==> src/rtl/bram_reader_2out.sv <==
// Frame reader: streams one frame from two independent BRAM channels (A and B), each through
// a small first-word-fall-through FIFO sized so every read in flight always has a slot to land.
module bram_reader_2out #(
    parameter int unsigned width      = 120,
    parameter int unsigned height     = 240,
    parameter int unsigned frame_size = width * height,
    parameter int unsigned addr_bits  = $clog2(frame_size),
    parameter int unsigned a_width    = 13,
    parameter int unsigned b_width    = 8,
    parameter int unsigned rd_latency = 2
) (
    input  logic                 clk,
    input  logic                 reset,
    input  logic                 start,
    input  logic                 bram_index_in,
    output logic                 idle,
    output logic                 rd_bram_index,
    output logic [addr_bits-1:0] a_rd_address,
    output logic                 a_rd_ena,
    input  logic [a_width-1:0]   a_rd_data,
    output logic [addr_bits-1:0] b_rd_address,
    output logic                 b_rd_ena,
    input  logic [b_width-1:0]   b_rd_data,
    output logic [a_width-1:0]   a_data,
    output logic                 a_valid,
    output logic                 a_last,
    input  logic                 a_ready,
    output logic [b_width-1:0]   b_data,
    output logic                 b_valid,
    output logic                 b_last,
    input  logic                 b_ready
);

    localparam int unsigned depth    = rd_latency + 2;
    localparam int unsigned cnt_bits = $clog2(frame_size + 1);
    localparam int unsigned ptr_bits = $clog2(depth);
    localparam int unsigned occ_bits = $clog2(depth + 1);

    localparam logic [cnt_bits-1:0]  frame_cnt = cnt_bits'(frame_size);
    localparam logic [cnt_bits-1:0]  last_idx  = cnt_bits'(frame_size - 1);
    localparam logic [addr_bits-1:0] last_addr = addr_bits'(frame_size - 1);
    localparam logic [ptr_bits-1:0]  last_ptr  = ptr_bits'(depth - 1);
    localparam logic [occ_bits:0]    fifo_cap  = (occ_bits + 1)'(depth);

    typedef enum logic [0:0] {StIdle, StRunning} state_e;

    state_e state_q, state_d;
    logic   running, start_frame;

    logic [cnt_bits-1:0]   a_issued_q, a_popped_q, b_issued_q, b_popped_q;
    logic [addr_bits-1:0]  a_addr_q, b_addr_q;
    logic [rd_latency-1:0] a_vld_q, b_vld_q;
    logic [a_width-1:0]    a_mem_q [depth];
    logic [b_width-1:0]    b_mem_q [depth];
    logic [ptr_bits-1:0]   a_wptr_q, a_rptr_q, b_wptr_q, b_rptr_q;
    logic [occ_bits-1:0]   a_occ_q, b_occ_q;
    logic [occ_bits:0]     a_used, b_used;
    logic                  a_done_q, b_done_q;
    logic                  a_push, a_pop, b_push, b_pop;

    assign running     = (state_q == StRunning);
    assign start_frame = (state_q == StIdle) && start;
    assign idle        = (state_q == StIdle);

    always_comb begin
        state_d = state_q;
        unique case (state_q)
            StIdle:    if (start) state_d = StRunning;
            StRunning: if (a_done_q && b_done_q) state_d = StIdle;
            default:   state_d = StIdle;
        endcase
    end

    always_ff @(posedge clk) begin
        if (reset) begin
            state_q       <= StIdle;
            rd_bram_index <= 1'b0;
        end else begin
            state_q <= state_d;
            if (start_frame) rd_bram_index <= bram_index_in;
        end
    end

    // Credit check counts reads still in the latency pipe so the FIFO can never overflow.
    always_comb begin
        a_used   = {1'b0, a_occ_q} + (occ_bits + 1)'($countones(a_vld_q));
        b_used   = {1'b0, b_occ_q} + (occ_bits + 1)'($countones(b_vld_q));
        a_rd_ena = running && (a_issued_q < frame_cnt) && (a_used < fifo_cap);
        b_rd_ena = running && (b_issued_q < frame_cnt) && (b_used < fifo_cap);
        a_push   = a_vld_q[rd_latency-1];
        b_push   = b_vld_q[rd_latency-1];
        a_valid  = (a_occ_q != '0);
        b_valid  = (b_occ_q != '0);
        a_data   = a_mem_q[a_rptr_q];
        b_data   = b_mem_q[b_rptr_q];
        a_last   = a_valid && (a_popped_q == last_idx);
        b_last   = b_valid && (b_popped_q == last_idx);
        a_pop    = a_valid && a_ready;
        b_pop    = b_valid && b_ready;
    end

    assign a_rd_address = a_addr_q;
    assign b_rd_address = b_addr_q;

    always_ff @(posedge clk) begin
        if (reset) begin
            a_issued_q <= '0;
            a_popped_q <= '0;
            a_addr_q   <= '0;
            a_vld_q    <= '0;
            a_wptr_q   <= '0;
            a_rptr_q   <= '0;
            a_occ_q    <= '0;
            a_done_q   <= 1'b0;
        end else begin
            a_vld_q <= rd_latency'({a_vld_q, a_rd_ena});
            if (start_frame) begin
                a_issued_q <= '0;
                a_popped_q <= '0;
                a_addr_q   <= '0;
                a_done_q   <= 1'b0;
            end else begin
                if (a_rd_ena) begin
                    a_issued_q <= a_issued_q + 1'b1;
                    if (a_addr_q != last_addr) a_addr_q <= a_addr_q + 1'b1;
                end
                if (a_pop) begin
                    a_popped_q <= a_popped_q + 1'b1;
                    if (a_last) a_done_q <= 1'b1;
                end
            end
            if (a_push) a_wptr_q <= (a_wptr_q == last_ptr) ? '0 : a_wptr_q + 1'b1;
            if (a_pop)  a_rptr_q <= (a_rptr_q == last_ptr) ? '0 : a_rptr_q + 1'b1;
            a_occ_q <= a_occ_q + occ_bits'(a_push) - occ_bits'(a_pop);
        end
    end

    always_ff @(posedge clk) begin
        if (reset) begin
            b_issued_q <= '0;
            b_popped_q <= '0;
            b_addr_q   <= '0;
            b_vld_q    <= '0;
            b_wptr_q   <= '0;
            b_rptr_q   <= '0;
            b_occ_q    <= '0;
            b_done_q   <= 1'b0;
        end else begin
            b_vld_q <= rd_latency'({b_vld_q, b_rd_ena});
            if (start_frame) begin
                b_issued_q <= '0;
                b_popped_q <= '0;
                b_addr_q   <= '0;
                b_done_q   <= 1'b0;
            end else begin
                if (b_rd_ena) begin
                    b_issued_q <= b_issued_q + 1'b1;
                    if (b_addr_q != last_addr) b_addr_q <= b_addr_q + 1'b1;
                end
                if (b_pop) begin
                    b_popped_q <= b_popped_q + 1'b1;
                    if (b_last) b_done_q <= 1'b1;
                end
            end
            if (b_push) b_wptr_q <= (b_wptr_q == last_ptr) ? '0 : b_wptr_q + 1'b1;
            if (b_pop)  b_rptr_q <= (b_rptr_q == last_ptr) ? '0 : b_rptr_q + 1'b1;
            b_occ_q <= b_occ_q + occ_bits'(b_push) - occ_bits'(b_pop);
        end
    end

    // Storage needs no reset; occupancy alone decides what is visible.
    always_ff @(posedge clk) begin
        if (a_push) a_mem_q[a_wptr_q] <= a_rd_data;
        if (b_push) b_mem_q[b_wptr_q] <= b_rd_data;
    end

endmodule

==> config.mk <==
export PLATFORM = sky130hd
export DESIGN_NAME = bram_reader_2out
export DESIGN_NICKNAME = d
export VERILOG_FILES = /design/src/rtl/bram_reader_2out.sv
export SDC_FILE = /design/constraint.sdc
export NUM_CORES = 1
export LEC_CHECK = 0
export CAP_MARGIN = 40
export CORE_UTILIZATION = 50
export DETAILED_ROUTE_END_ITERATION = 10
export MAX_ROUTING_LAYER = met4
export PLACE_DENSITY = 0.73
export REMOVE_ABC_BUFFERS = 1
export SETUP_SLACK_MARGIN = 0.4
export SLEW_MARGIN = 0
export SYNTH_ARGS = -nofsm -noshare
export SYNTH_HDL_FRONTEND = slang
export SYNTH_SLANG_ARGS = --single-unit
==> constraint.sdc <==
create_clock -name clk -period 2.6 [get_ports clk]
set_input_delay 0.39 -clock clk [delete_from_list [all_inputs] [get_ports clk]]
set_output_delay 0.39 -clock clk [all_outputs]
set_load 0.02 [all_outputs]
==> results, run 1 <==
- The count of flip-flops with a built-in enable after synthesis is 84.
- The global routing stage identified its most utilized layer as met2.
- After synthesis, the netlist uses 50 different library cells.
- The number of slew-limit violations in the final report is 0.
- Timing would allow up to ~0.45 GHz.
- The startpoint class of the critical path is a flop.
- The signal on the critical path passes through or4_4, o2111ai_4, nand3_2, buf_4, or4_1, a21oi_1.
- After global routing the overflow that remains totals 0.
- TritonCTS built the clock tree.
- The xor-xnor portion of the synthesized cell area is 3.488%.
- The number of buffers inserted by port buffering is 85.
- The mux share of post-synthesis cell area is roughly 6.6%.
- The congestion estimate from routability-driven global placement came to about 0.85.
- The total cell area at the placement stage is 9689 um2.
- The total of flip-flops plus latches after synthesis is 200.
- The vertical die dimension is 132.7 um.
- The power density over cell area is 711.9 nW/um2.
- The analysis attributes to cell leakage a power of between 0.003 and 0.004 uW.
- The number of design rule violations left after detail routing is 0.
- The region available for standard cell placement spans 16640 um2.
- In this run, the number of DRC markers left after iteration 0 of detailed routing was 444.
- Global routing consumed, on the met1 layer, around a quarter of the routing resources.
- The required arrival time at the worst endpoint is 2.95 ns.
- The width of the chip is 132.7 um.
- The TritonCTS buffer count is 17.
- By area, the combinational part of the netlist is dominated by simple AND/OR/NAND/NOR gates.
- The sequential cells in the finished layout cover a total of 4856 um2.
- In this run the cell area of the synthesized design comes to 8538 um2.
- The cell count after synthesis came out at 753.
- The layout overhead on the synthesized area is 24.14%.
- The largest individual stage delay along the critical path comes from the cell sky130_fd_sc_hd__or4_4.
- Of the available clock period, the critical path in the final layout requires 85.87%.
- The path category of the worst min-delay check is reg2reg.
- Summing the areas of all compound-gate instances in the mapped netlist gives between 8 and 9% of the synthesized area.
- The die covers 17600 um2.
- In the routed layout, each cell is associated on average with a via count of 5.757.
- The ratio of cells with drive above 1 in the final layout is ~17%.
- The global-route met2 utilization is 37.43%.
- The routed layout has 6292 vias.
- Pin placement for this block handled 86 I/O pins.
- Entering global routing, the biggest net connects 56 pins.
- The clock insertion delay at the later pin of the skew report is ~0.42 ns.
- The count of inserted antenna diode cells is 0.
- Counting I/O delays and the setup requirement, the final critical path takes 2.233 ns.
- Global routing consumed, on the met3 layer, 4.483% of the routing resources.
- In the final design database the tool counted 911 nets.
- STA puts the critical path data arrival time at 2.58 ns.
- The worst-path maximum fanout is 29.
- The proportion of synthesized flip-flops having asynchronous set or reset is 0%.
- The routed length per instance is 16.42 um.
- The clock slew at the register clock pins of the worst setup and hold paths is 0.07 ns.
- The hold violation total from the final report is 0.
- The detail route stage leaves a number of antenna-violating nets equal to 0.
- The worst-case headroom to the max-slew limit is between 50 and 60%.
- The maximum vdd ir drop is 0.5251 mV.
- The number of H-tree branching levels is 4.
- The synthesized netlist devotes 18.22% of its cell area to simple gates.
- The area of the multi-input gates is 3681 um2.
- Across the routed clock network, the largest skew measured is 0.01115 ns.
- The initial antenna violation count is 0.
- Fill cells in the final layout number 1246.
- Setup repair after global routing could not meet its margin everywhere.
- The clock sink count is 200.
- The part of the Yosys area used for sequential elements is around 57%.
- At the pin with the least slew margin, the transition time is 0.6845 ns.
- Global routing used a little over a fifth of the available tracks.
- The cell sitting at the root of the clock tree is a sky130_fd_sc_hd__clkbuf_16.
- After layout, the worst setup slack is 0.3673 ns.
- The longest clock path from root to sink contains 2 buffers.
- For this configuration, the core starts out at a cell density of between 50% and 60%.
- The run finished with clean final reports.
- The global-route wire length before repair is 29700 um.
- The number of iterations in the first detailed-routing pass is 6.
- The average instance in the mapped netlist occupies between 10 and 15 um2.
- The peak per-stage delay on the critical path is approximately 0.54 ns.
- During synthesis, Yosys emitted a total of 0 warnings.
- The wire length reported by the detailed router is 17950 um.
- The finished cells cover 10600 um2.
- The half-perimeter wire length of the detailed placement result is 11800 um.
- The synthesized netlist devotes under 10% of its cell area to adder and majority cells.
- The worst setup slack before clock tree synthesis is 0.2368 ns.
- Max-cap violations in this run came to 0.
- After floorplanning, the core was divided into 47 placement rows.
- Setup violations remaining at the end of the flow were counted as 0.
- The category of the critical setup timing path is reg2reg.
- The category of the worst setup path capture point is a flop.
- The via count of the first global-routing pass is around 6300.
- Among all flip-flop cells after synthesis, the most frequent one is sky130_fd_sc_hd__dfxtp_1.
report_power, final:
group	internal [uW]	switching, uW	leakage [uW]	total, uW
sequential	3380	126	0.00170	3510
combinational	668	740	0.00152	1410
clock	1500	1130	0.000283	2630
metal layers:
metal	routed length, um	share of wire (%)
met5	0	0
met4	203	1.1
met3	749	4.2
met2	9223	51
met1	7771	43
path summary, 6_finish.rpt:
path | start | end | slack [ns] | cells after the start
min reg2reg | b_done_q | running | 0.46 | 1
min | b_done_q | running | 0.46 | 1
max reg2reg | b_issued_q[8] | b_issued_q[10] | 0.37 | 6
max | b_issued_q[8] | b_issued_q[10] | 0.37 | 6
what timing repair did:
item,in CTS,in global routing
gates resized for setup,75,49
hold buffers,0,0
setup endpoints to repair,47,53
cloned,1,0
pin swaps,6,8
buffers inserted,6,9
synth_stat cells, types with 2 or more instances:
cell type | count | area, um2
sky130_fd_sc_hd__edfxtp_1 | 84 | 2522
sky130_fd_sc_hd__nor2_1 | 67 | 251.5
sky130_fd_sc_hd__buf_2 | 4 | 20.02
sky130_fd_sc_hd__a32oi_1 | 2 | 17.52
sky130_fd_sc_hd__or3_1 | 26 | 162.7
sky130_fd_sc_hd__nand2_1 | 49 | 183.9
sky130_fd_sc_hd__a21o_1 | 2 | 15.01
sky130_fd_sc_hd__nor3_1 | 8 | 40.04
sky130_fd_sc_hd__nor4b_1 | 4 | 35.03
sky130_fd_sc_hd__or2_2 | 2 | 12.51
sky130_fd_sc_hd__clkbuf_1 | 20 | 75.07
sky130_fd_sc_hd__or4_1 | 19 | 142.6
sky130_fd_sc_hd__nand4b_1 | 3 | 26.28
sky130_fd_sc_hd__nand3b_1 | 3 | 22.52
sky130_fd_sc_hd__nor4_1 | 9 | 56.30
sky130_fd_sc_hd__xnor2_1 | 15 | 131.4
sky130_fd_sc_hd__mux4_2 | 21 | 473.0
sky130_fd_sc_hd__o21ai_0 | 23 | 115.1
sky130_fd_sc_hd__a31o_2 | 2 | 17.52
sky130_fd_sc_hd__o31ai_1 | 20 | 150.1
sky130_fd_sc_hd__and3_1 | 10 | 62.56
sky130_fd_sc_hd__dfxtp_1 | 116 | 2322
sky130_fd_sc_hd__ha_1 | 22 | 275.3
sky130_fd_sc_hd__nor2b_1 | 10 | 62.56
sky130_fd_sc_hd__fa_1 | 2 | 40.04
sky130_fd_sc_hd__and4_1 | 8 | 70.07
sky130_fd_sc_hd__o41ai_1 | 4 | 35.03
sky130_fd_sc_hd__xor2_1 | 19 | 166.4
sky130_fd_sc_hd__mux2i_1 | 9 | 90.09
sky130_fd_sc_hd__inv_1 | 15 | 56.30
sky130_fd_sc_hd__a311oi_1 | 2 | 17.52
sky130_fd_sc_hd__buf_1 | 6 | 22.52
sky130_fd_sc_hd__a21oi_1 | 60 | 300.3
sky130_fd_sc_hd__and2_1 | 11 | 68.82
sky130_fd_sc_hd__nand4_1 | 20 | 125.1
sky130_fd_sc_hd__nand3_1 | 41 | 205.2
sky130_fd_sc_hd__o21a_1 | 2 | 15.01
through the flow:
| stage | TNS, ns | power, uW | hold WS [ns] | util [%] | instances |
|---|---|---|---|---|---|
| after floorplan | -3.074 | 4343 | 0.4218 | - | 721 |
| after global placement | 0 | 4855 | 0.4486 | 58.22 | 1045 |
| after detailed placement | 0 | 4908 | 0.4577 | 58.22 | 1045 |
| after CTS | 0 | 7536 | 0.4661 | 62.63 | 1084 |
| after global routing | 0 | 7860 | 0.4909 | 63.69 | 1093 |
| final | 0 | 7546 | 0.4630 | 63.69 | 1093 |
cell type report:
class                   instances  share of cell area, %
repair buffers                120                  10.68
inverters                      16                 0.5784
clock buffers                  22                  4.474
multi-input cells             505                  34.73
clock inverters                10                  1.121
well taps                     220                  2.597
flip-flops and latches        200                  45.82
flip-flops by register name, indices dropped and copies added (netlist names), 3 cells and up, named ones only:
| signal | flops |
|---|---|
| a_mem_q | 52 |
| b_mem_q | 32 |
| a_issued_q | 15 |
| a_popped_q | 15 |
| a_rd_address | 15 |
| b_issued_q | 15 |
| b_popped_q | 15 |
| b_rd_address | 15 |
| a_occ_q | 3 |
| b_occ_q | 3 |
cells by family after synthesis:
logic type | count (synthesis)
AOI/OAI and AO/OA | 124
xor gates and xnor gates | 34
adders and majority gates | 24
buffers and inverters | 48
DFF | 200
muxes | 30
and+or+nand+nor | 293
layout by cell type, fill, tap and decap left out, drive strengths merged, types with 21 or more instances in the layout:
master           n
mux4            21
nor2            67
or3             26
edfxtp          84
nand3           42
buf             38
ha              22
dfxtp          116
nand2           49
clkbuf          30
o21ai           23
a21oi           60
clkdlybuf4s50   58
worst max-delay path, delay by kind of cell (launching register included):
| family | cells | cell delay (ns) |
|---|---|---|
| AND/OR/NAND/NOR | 3 | 1.21 |
| AO/OA/AOI/OAI | 2 | 0.36 |
| flip-flops | 1 | 0.33 |
| buffers and inverters | 1 | 0.25 |
Note: power is estimated with default switching activity, not from simulation.
==> run 2: changes to the inputs <==
--- a/config.mk
+++ b/config.mk
@@ -11,7 +11,6 @@
 export MAX_ROUTING_LAYER = met4
 export PLACE_DENSITY = 0.73
 export REMOVE_ABC_BUFFERS = 1
-export SETUP_SLACK_MARGIN = 0.4
 export SLEW_MARGIN = 0
 export SYNTH_ARGS = -nofsm -noshare
 export SYNTH_HDL_FRONTEND = slang
==> run 2 against run 1 <==
First-iteration DRC count increased by 3.4%. Combinational power down 4%. Utilization down 1.9 points. Largest cell class unchanged. Register-to-register slack got worse by 0.13 ns. Design area fell by 3.0%. Cell count decreased by 1.4%. Sequential share of layout area grew 1.3 points. Largest power group unchanged. Clock power is essentially flat. Clock skew shrank 0.0021 ns. Highest routed layer unchanged. Non-clock buffer count is 15 lower. Sequential cell count did not move. Hold slack gained 0.0021 ns.
==> results, run 2 (same netlist as run 1, synthesis figures left out) <==
- The number of nets in the finished design is around 900.
- The via count of the first global-routing pass is 6229.
- The post-route cell area is about 10000 um2.
- Leaving out fill and tap cells, the most frequent cells in the layout are 116 x sky130_fd_sc_hd__dfxtp_1, 84 x sky130_fd_sc_hd__edfxtp_1, 81 x sky130_fd_sc_hd__clkdlybuf4s50_1.
- The placed instances occupy a cell area of 9689 um2.
- Compared with the post-synthesis result, the final layout area differs by 20.43%.
- The global-route met2 utilization is 36.70%.
- The core region is 16640 um2.
- The final route contains 6149 vias.
- For flop-to-flop paths, the worst setup slack is 0.24 ns.
- The first global-routing pass estimated 29300 um of wire.
- Dividing the final minimum period by the clock period gives 93.77%.
- At the worst endpoint, the arrival time is 2.05 ns.
- The register with the most flip-flops in the layout has 52 of them.
- The number of setup buffers added after CTS is 0.
- STA classifies the critical path startpoint as a flop.
- The category of the critical setup timing path is reg2out.
- The setup TNS is 0 ns.
- The total placed cells including tap cells is around 1000.
- The total global-route track usage is a little over a fifth.
- TritonCTS built the clock tree.
- The worst path meets setup with 0.1620 ns of slack.
- The detail route stage leaves a number of antenna-violating nets equal to 0.
- For the worst setup path, the data required time is 2.21 ns.
- The clock insertion delay at the later pin of the skew report is 0.43 ns.
- The static power due to leakage is around 0.0034 uW.
- The number of fill cells is ~1300.
- The number of H-tree branching levels is 4.
- Headroom to the max-slew limit came out at 53.49%.
- The number of antenna diodes in the final layout is 0.
- The wire length reported by the detailed router is 17390 um.
- The initial detailed-routing violation count is 459.
- Along the worst hold path, the cell count comes to 1.
- The initial cell density of the core is 51.30%.
- The layer flagged by global routing as most heavily used is met2.
- In this run the critical register-to-register path is captured at a_rd_address[14].
- The largest registers in the layout are a_mem_q: 52 flops, b_mem_q: 32 flops.
- The worst setup slack before clock tree synthesis is 0.2368 ns.
- The floorplan step defined a die boundary enclosing 17600 um2.
- At the end of routability-driven placement, the weighted congestion stood at around 0.85.
- The number of iterations in the first detailed-routing pass is 4.
- The average vias per placed instance is about 5.7.
- The maximum number of pins on one net before global-route repair is 56.
- The number of cells on the worst reg-to-reg path is 6.
- The hold violation total from the final report is 0.
- STA classifies the critical path endpoint as a primary output.
- The aggregate global routing overflow is 0.
- The width of the chip is 132.7 um.
- Leaving out fill and tap cells, the most frequent cell in the layout is sky130_fd_sc_hd__dfxtp_1.
- The startpoint of the most critical register-to-register path is a_issued_q[8].
- The number of design rule violations left after detail routing is 0.
- The clock sink count is 200.
- The clock slew at the register clock pins of the worst setup and hold paths is 0.07 ns.
- Dividing the detail-routed wire length by the instance count gives 16.13 um.
- Dividing total power by cell area gives a power density of 726.5 nW/um2.
- Input and output buffers added on the ports amount to 85.
- For met3 alone, demand over resource in global routing was 4.330%.
- The ratio of cells with drive above 1 in the final layout is 9.557%.
- The clock passes through at most 2 buffers.
- The flow ran to the end, and the final reports show no timing, DRC or antenna violations.
- The hold path endpoint is running.
- Global routing used 25.44% of the available met1 tracks.
- The number of max-cap violations is 0.
- The initial antenna violation count is 0.
- The register bank with the most flops is a_mem_q.
- The maximum vdd ir drop is ~0.53 mV.
- Detailed placement finished with a half-perimeter wire length of approximately 12000 um.
- The maximum operating frequency is 0.4102 GHz.
- The tree is rooted in a sky130_fd_sc_hd__clkbuf_16.
- Buffers inserted during clock tree synthesis total 17.
- The path category of the worst min-delay check is reg2reg.
- Once layout is complete, the cells apart from fillers number roughly 1100.
- In this run the most critical hold path is launched from b_done_q.
- The transition at the pin with the smallest max-transition slack is 0.6950 ns.
- Setup violations remaining at the end of the flow were counted as 0.
- The vertical die dimension is 132.7 um.
- Setup repair after global routing left no endpoint under its margin.
- Across the routed clock network, the largest skew measured is about 0.0091 ns.
- The number of slew-limit violations in the final report was 0.
- During I/O placement, the number of pins put on the boundary was 86.
- The minimum clock period after layout is 2.438 ns.
- The worst-path maximum fanout is 13.
- The floorplan has 47 rows.
-- run 2: timing repair --
| item | 4_1_cts | 5_1_grt |
|---|---|---|
| gates resized for setup | 3 | 6 |
| pin swaps | 0 | 1 |
| setup endpoints to repair | 3 | 4 |
| hold buffers | 0 | 0 |
-- run 2: worst max-delay path by stage --
stage	cells after the start	endpoint	slack [ns]	from
CTS	3	b_last	0.02	b_occ_q[1]
global route	4	a_last	0.04	a_popped_q[7]
finish	3	a_data[10]	0.16	flop
floorplan	5	a_rd_address[11]	-0.24	a_rd_address[0]
global placement	5	b_rd_ena	0.27	b_issued_q[8]
detailed placement	5	b_rd_ena	0.24	b_issued_q[9]
-- run 2: routing by layer --
metal  wire length, um  share of wire (%)
met1              7769                 45
met2              8766                 50
met3               672                3.9
met4               176                1.0
met5                 0                  0
-- run 2: area by class of cell --
class	instances	area, um2	area share, %
clock inverters	10	118.9	1.156
well taps	220	275.3	2.677
flip-flops and latches	200	4845	47.12
multi-input cells	505	3503	34.07
repair buffers	105	1006	9.783
inverters	16	60.06	0.5841
clock buffers	22	474.2	4.612
-- run 2: through the flow --
step,power (uW),utilization (%),hold slack (ns)
2_1_floorplan,4343,-,0.4218
3_3_place_gp,4855,58.22,0.4486
3_5_place_dp,4908,58.22,0.4577
4_1_cts,7521,61.76,0.4661
5_1_grt,7787,61.78,0.4909
6_report,7470,61.78,0.4651
-- run 2: power by group --
part           total (uW)  internal, uW  switching, uW
combinational        1350           645            708
clock                2630          1500           1130
sequential           3490          3380            111
-- run 2: critical path, stage by stage (launching register included) --
cell and delay, ns:
sky130_fd_sc_hd__dfxtp_1 0.33, sky130_fd_sc_hd__buf_6 0.21, sky130_fd_sc_hd__mux4_2 0.52, sky130_fd_sc_hd__clkdlybuf4s50_1 0.56
==> run 3: changes to the inputs <==
--- a/config.mk
+++ b/config.mk
@@ -5,12 +5,14 @@
 export SDC_FILE = /design/constraint.sdc
 export NUM_CORES = 1
 export LEC_CHECK = 0
-export CAP_MARGIN = 40
+export CAP_MARGIN = 5
 export CORE_UTILIZATION = 50
 export DETAILED_ROUTE_END_ITERATION = 10
+export DONT_BUFFER_PORTS = 1
 export MAX_ROUTING_LAYER = met4
-export PLACE_DENSITY = 0.73
+export PLACE_DENSITY = 0.67
 export REMOVE_ABC_BUFFERS = 1
+export SETUP_SLACK_MARGIN = 0.5
 export SLEW_MARGIN = 0
 export SYNTH_ARGS = -nofsm -noshare
 export SYNTH_HDL_FRONTEND = slang
==> run 3 against run 2 <==
Non-clock buffer count decreased by 38. Sequential cell count unchanged. Fmax is 5.5% higher. Hold slack worse by 0.44 ns. Cell count fell by 3.5%. Setup slack gained 0.13 ns. First-iteration DRC count fell by 26%. Register-to-register slack better by 0.05 ns. Critical path type is now reg2reg.
==> results, run 3 (same netlist as run 1, synthesis figures left out) <==
- The flow ran to the end, and the final reports show no timing, DRC or antenna violations.
- The half-perimeter wire length of the detailed placement result is 11520 um.
- Data arrives at the worst endpoint at roughly 2.7 ns.
- The clock drives 200 sinks.
- The startpoint class of the critical path is a flop.
- In this run the power density over the cells is 710.4 nW/um2.
- The register with the most flip-flops in the layout has 52 of them.
- The number of antenna diodes in the final layout is 0.
- The critical path is of the reg2reg type.
- The most common cell after layout, fill and taps aside is sky130_fd_sc_hd__dfxtp_1.
- The maximum number of pins on one net before global-route repair is 31.
- The CTS tree is done.
- Per report_power, the sequential group accounts for 48.3% of the total.
- The tool flagged a number of max-cap violations equal to 0.
- For this design the top-level I/O count stands at 86.
- The via count of the first global-routing pass is 6132.
- The wire length reported by the detailed router is ~19000 um.
- In this design, the stage delay of the slowest critical-path cell is between 0.3 and 0.4 ns.
- Across all layers, the routed design uses around 6200 vias.
- The initial antenna violation count came to 0.
- In the final layout, the share of cells above drive strength 1 is between 20% and 30%.
- After detailed placement, the total cell area comes to 8848 um2.
- Once detail routing completed, the nets flagged for antenna violations numbered 0.
- The post-route cell area is 10330 um2.
- The number of buffers inserted by port buffering is 0.
- The static power due to leakage is 0.003344 uW.
- The placement row count is 47.
- The global-route wire length before repair is ~30000 um.
- The register bank with the most flops is a_mem_q.
- The hold violation total from the final report was 0.
- The die covers between 15000 and 20000 um2.
- The largest individual stage delay along the critical path comes from the cell sky130_fd_sc_hd__dfxtp_2.
- In this run the standard cell core region covers 16640 um2.
- The clock group share of total power is roughly a third.
- In this run the worst hold path is classified as in2reg.
- The clock insertion delay at the later pin of the skew report is 0.44 ns.
- The overall power consumption is 7340 uW.
- The layout overhead on the synthesized area is 21.00%.
- The vertical die dimension is 132.7 um.
- Once the floorplan was initialized, standard cells occupied 51.30% of the core.
- The minimum clock period after layout is approximately 2.3 ns.
- In this run the worst path has a maximum fanout of 4.
- The worst-case headroom to the max-slew limit is roughly 53%.
- Dividing the detail-routed via count by the number of cells gives 5.980.
- The final layout contains roughly 860 nets.
- The clock slew at the register clock pins of the worst setup and hold paths is 0.07 ns.
- Setup violations remaining at the end of the flow were counted as 0.
- The maximum operating frequency is 0.4329 GHz.
- The category of the worst setup path capture point is a flop.
- The cell sitting at the root of the clock tree is a sky130_fd_sc_hd__clkbuf_16.
- Of the total power, the share spent switching nets is 28.37%.
- Across the routed clock network, the largest skew measured is 0.01414 ns.
- The critical path goes through ha_4, a21o_1, a32oi_2, buf_4, buf_6, nand4_1, buf_4, or3_4, a21oi_2.
- Global routing used between 20 and 25% of the available tracks.
- Combinational logic is responsible for between 15 and 20% of the overall power.
- The final critical-path share of the clock period is 88.85%.
- For the worst setup path, the data required time is 2.96 ns.
- The total internal power is around 5300 uW.
- Among the stages of the critical path, the cell type that occurs most often is sky130_fd_sc_hd__buf_4.
- The routed length per instance is 18.33 um.
- The net switching component of the power is 2083 uW.
- The maximum vdd ir drop is 0.4776 mV.
- At the pin with the least slew margin, the transition time is between 0.7 and 0.8 ns.
- In the routed design, unresolved DRC markers number 0.
- The initial detailed-routing violation count is 339.
- The largest registers in the layout are a_mem_q: 52 flops, b_mem_q: 32 flops.
- Setup repair after global routing could not meet its margin everywhere.
- The number of slew-limit violations in the final report is 0.
- The aggregate global routing overflow is 0.
- The first detailed-routing pass took 4 iterations.
- The die is between 100 and 150 um wide.
- The number of buffers on the longest clock path is 2.
- The global placement routability congestion is between 0.8 and 0.9.
- TritonCTS created 17 clock buffers.
- The H-tree generated during clock tree synthesis spans 4 levels.
- The library cells used most frequently in the layout, excluding fill and tap cells, are 93 x sky130_fd_sc_hd__dfxtp_1, 84 x sky130_fd_sc_hd__edfxtp_1, 66 x sky130_fd_sc_hd__nor2_1.
==> run 3: final cells by class <==
class | instances | area [um2]
Inverter | 16 | 75.07
Sequential cell | 200 | 4881
Fill cell | 1259 | 6311
Timing Repair Buffer | 67 | 620.6
Tap cell | 220 | 275.3
Clock buffer | 18 | 429.2
Clock inverter | 14 | 110.1
Multi-Input combinational cell | 505 | 3940
==> run 3: timing repair <==
| item | in CTS | in global routing |
|---|---|---|
| hold buffers | 1 | 0 |
| buffers inserted | 26 | 17 |
| gates resized for setup | 59 | 86 |
| gates cloned | 1 | 0 |
| pin swaps | 39 | 43 |
| setup endpoints to repair | 62 | 65 |
| hold endpoints to repair | 1 | 0 |
==> run 3: worst paths after layout <==
kind,start,end,slack (ns),depth (start not counted)
min reg2reg,a_done_q,running,0.47,1
max reg2reg,b_vld_q[0],b_issued_q[11],0.29,9
max,b_vld_q[0],b_issued_q[11],0.29,9
min,reset,a_occ_q[0],0.03,1
==> run 3: power groups by stage <==
stage / Combinational (uW) / Clock, uW / Sequential, uW
2_1_floorplan: 753 / 0 / 3590
3_3_place_gp: 976 / 0 / 3590
3_5_place_dp: 1020 / 0 / 3600
4_1_cts: 1210 / 2510 / 3540
5_1_grt: 1450 / 2630 / 3570
6_report: 1320 / 2470 / 3540
==> run 3: critical path, delay by kind of cell, from the launching register on <==
family / cells / cell delay (ns)
compound gates: 3 / 0.61
fa+ha+maj: 1 / 0.24
buf+inv: 3 / 0.51
flops: 1 / 0.34
simple gates: 2 / 0.55
==> run 3: routing by layer <==
metal  GRT usage [%]  vias up  wire length, um  share of wire, %
met5               -        -                0                 0
met4           7.663        0              441               2.3
met3           5.019       41              843               4.4
met2           39.21      152            10110                53
met1           24.64     3094             7672                40
li1                -     2932                -                 -
==> run 3: stage by stage <==
step	TNS, ns	setup slack, ns	utilization (%)	std cells	hold WS (ns)
after floorplan	-3.074	-0.2384	-	721	0.4218
after global routing	0	0.2572	62.08	1040	0.007680
after CTS	0	0.3029	59.34	1023	0.004683
final	0	0.2899	62.08	1040	0.02900
after global placement	0	0.2191	53.17	963	0.4464
after detailed placement	0	0.1246	53.17	963	0.4644
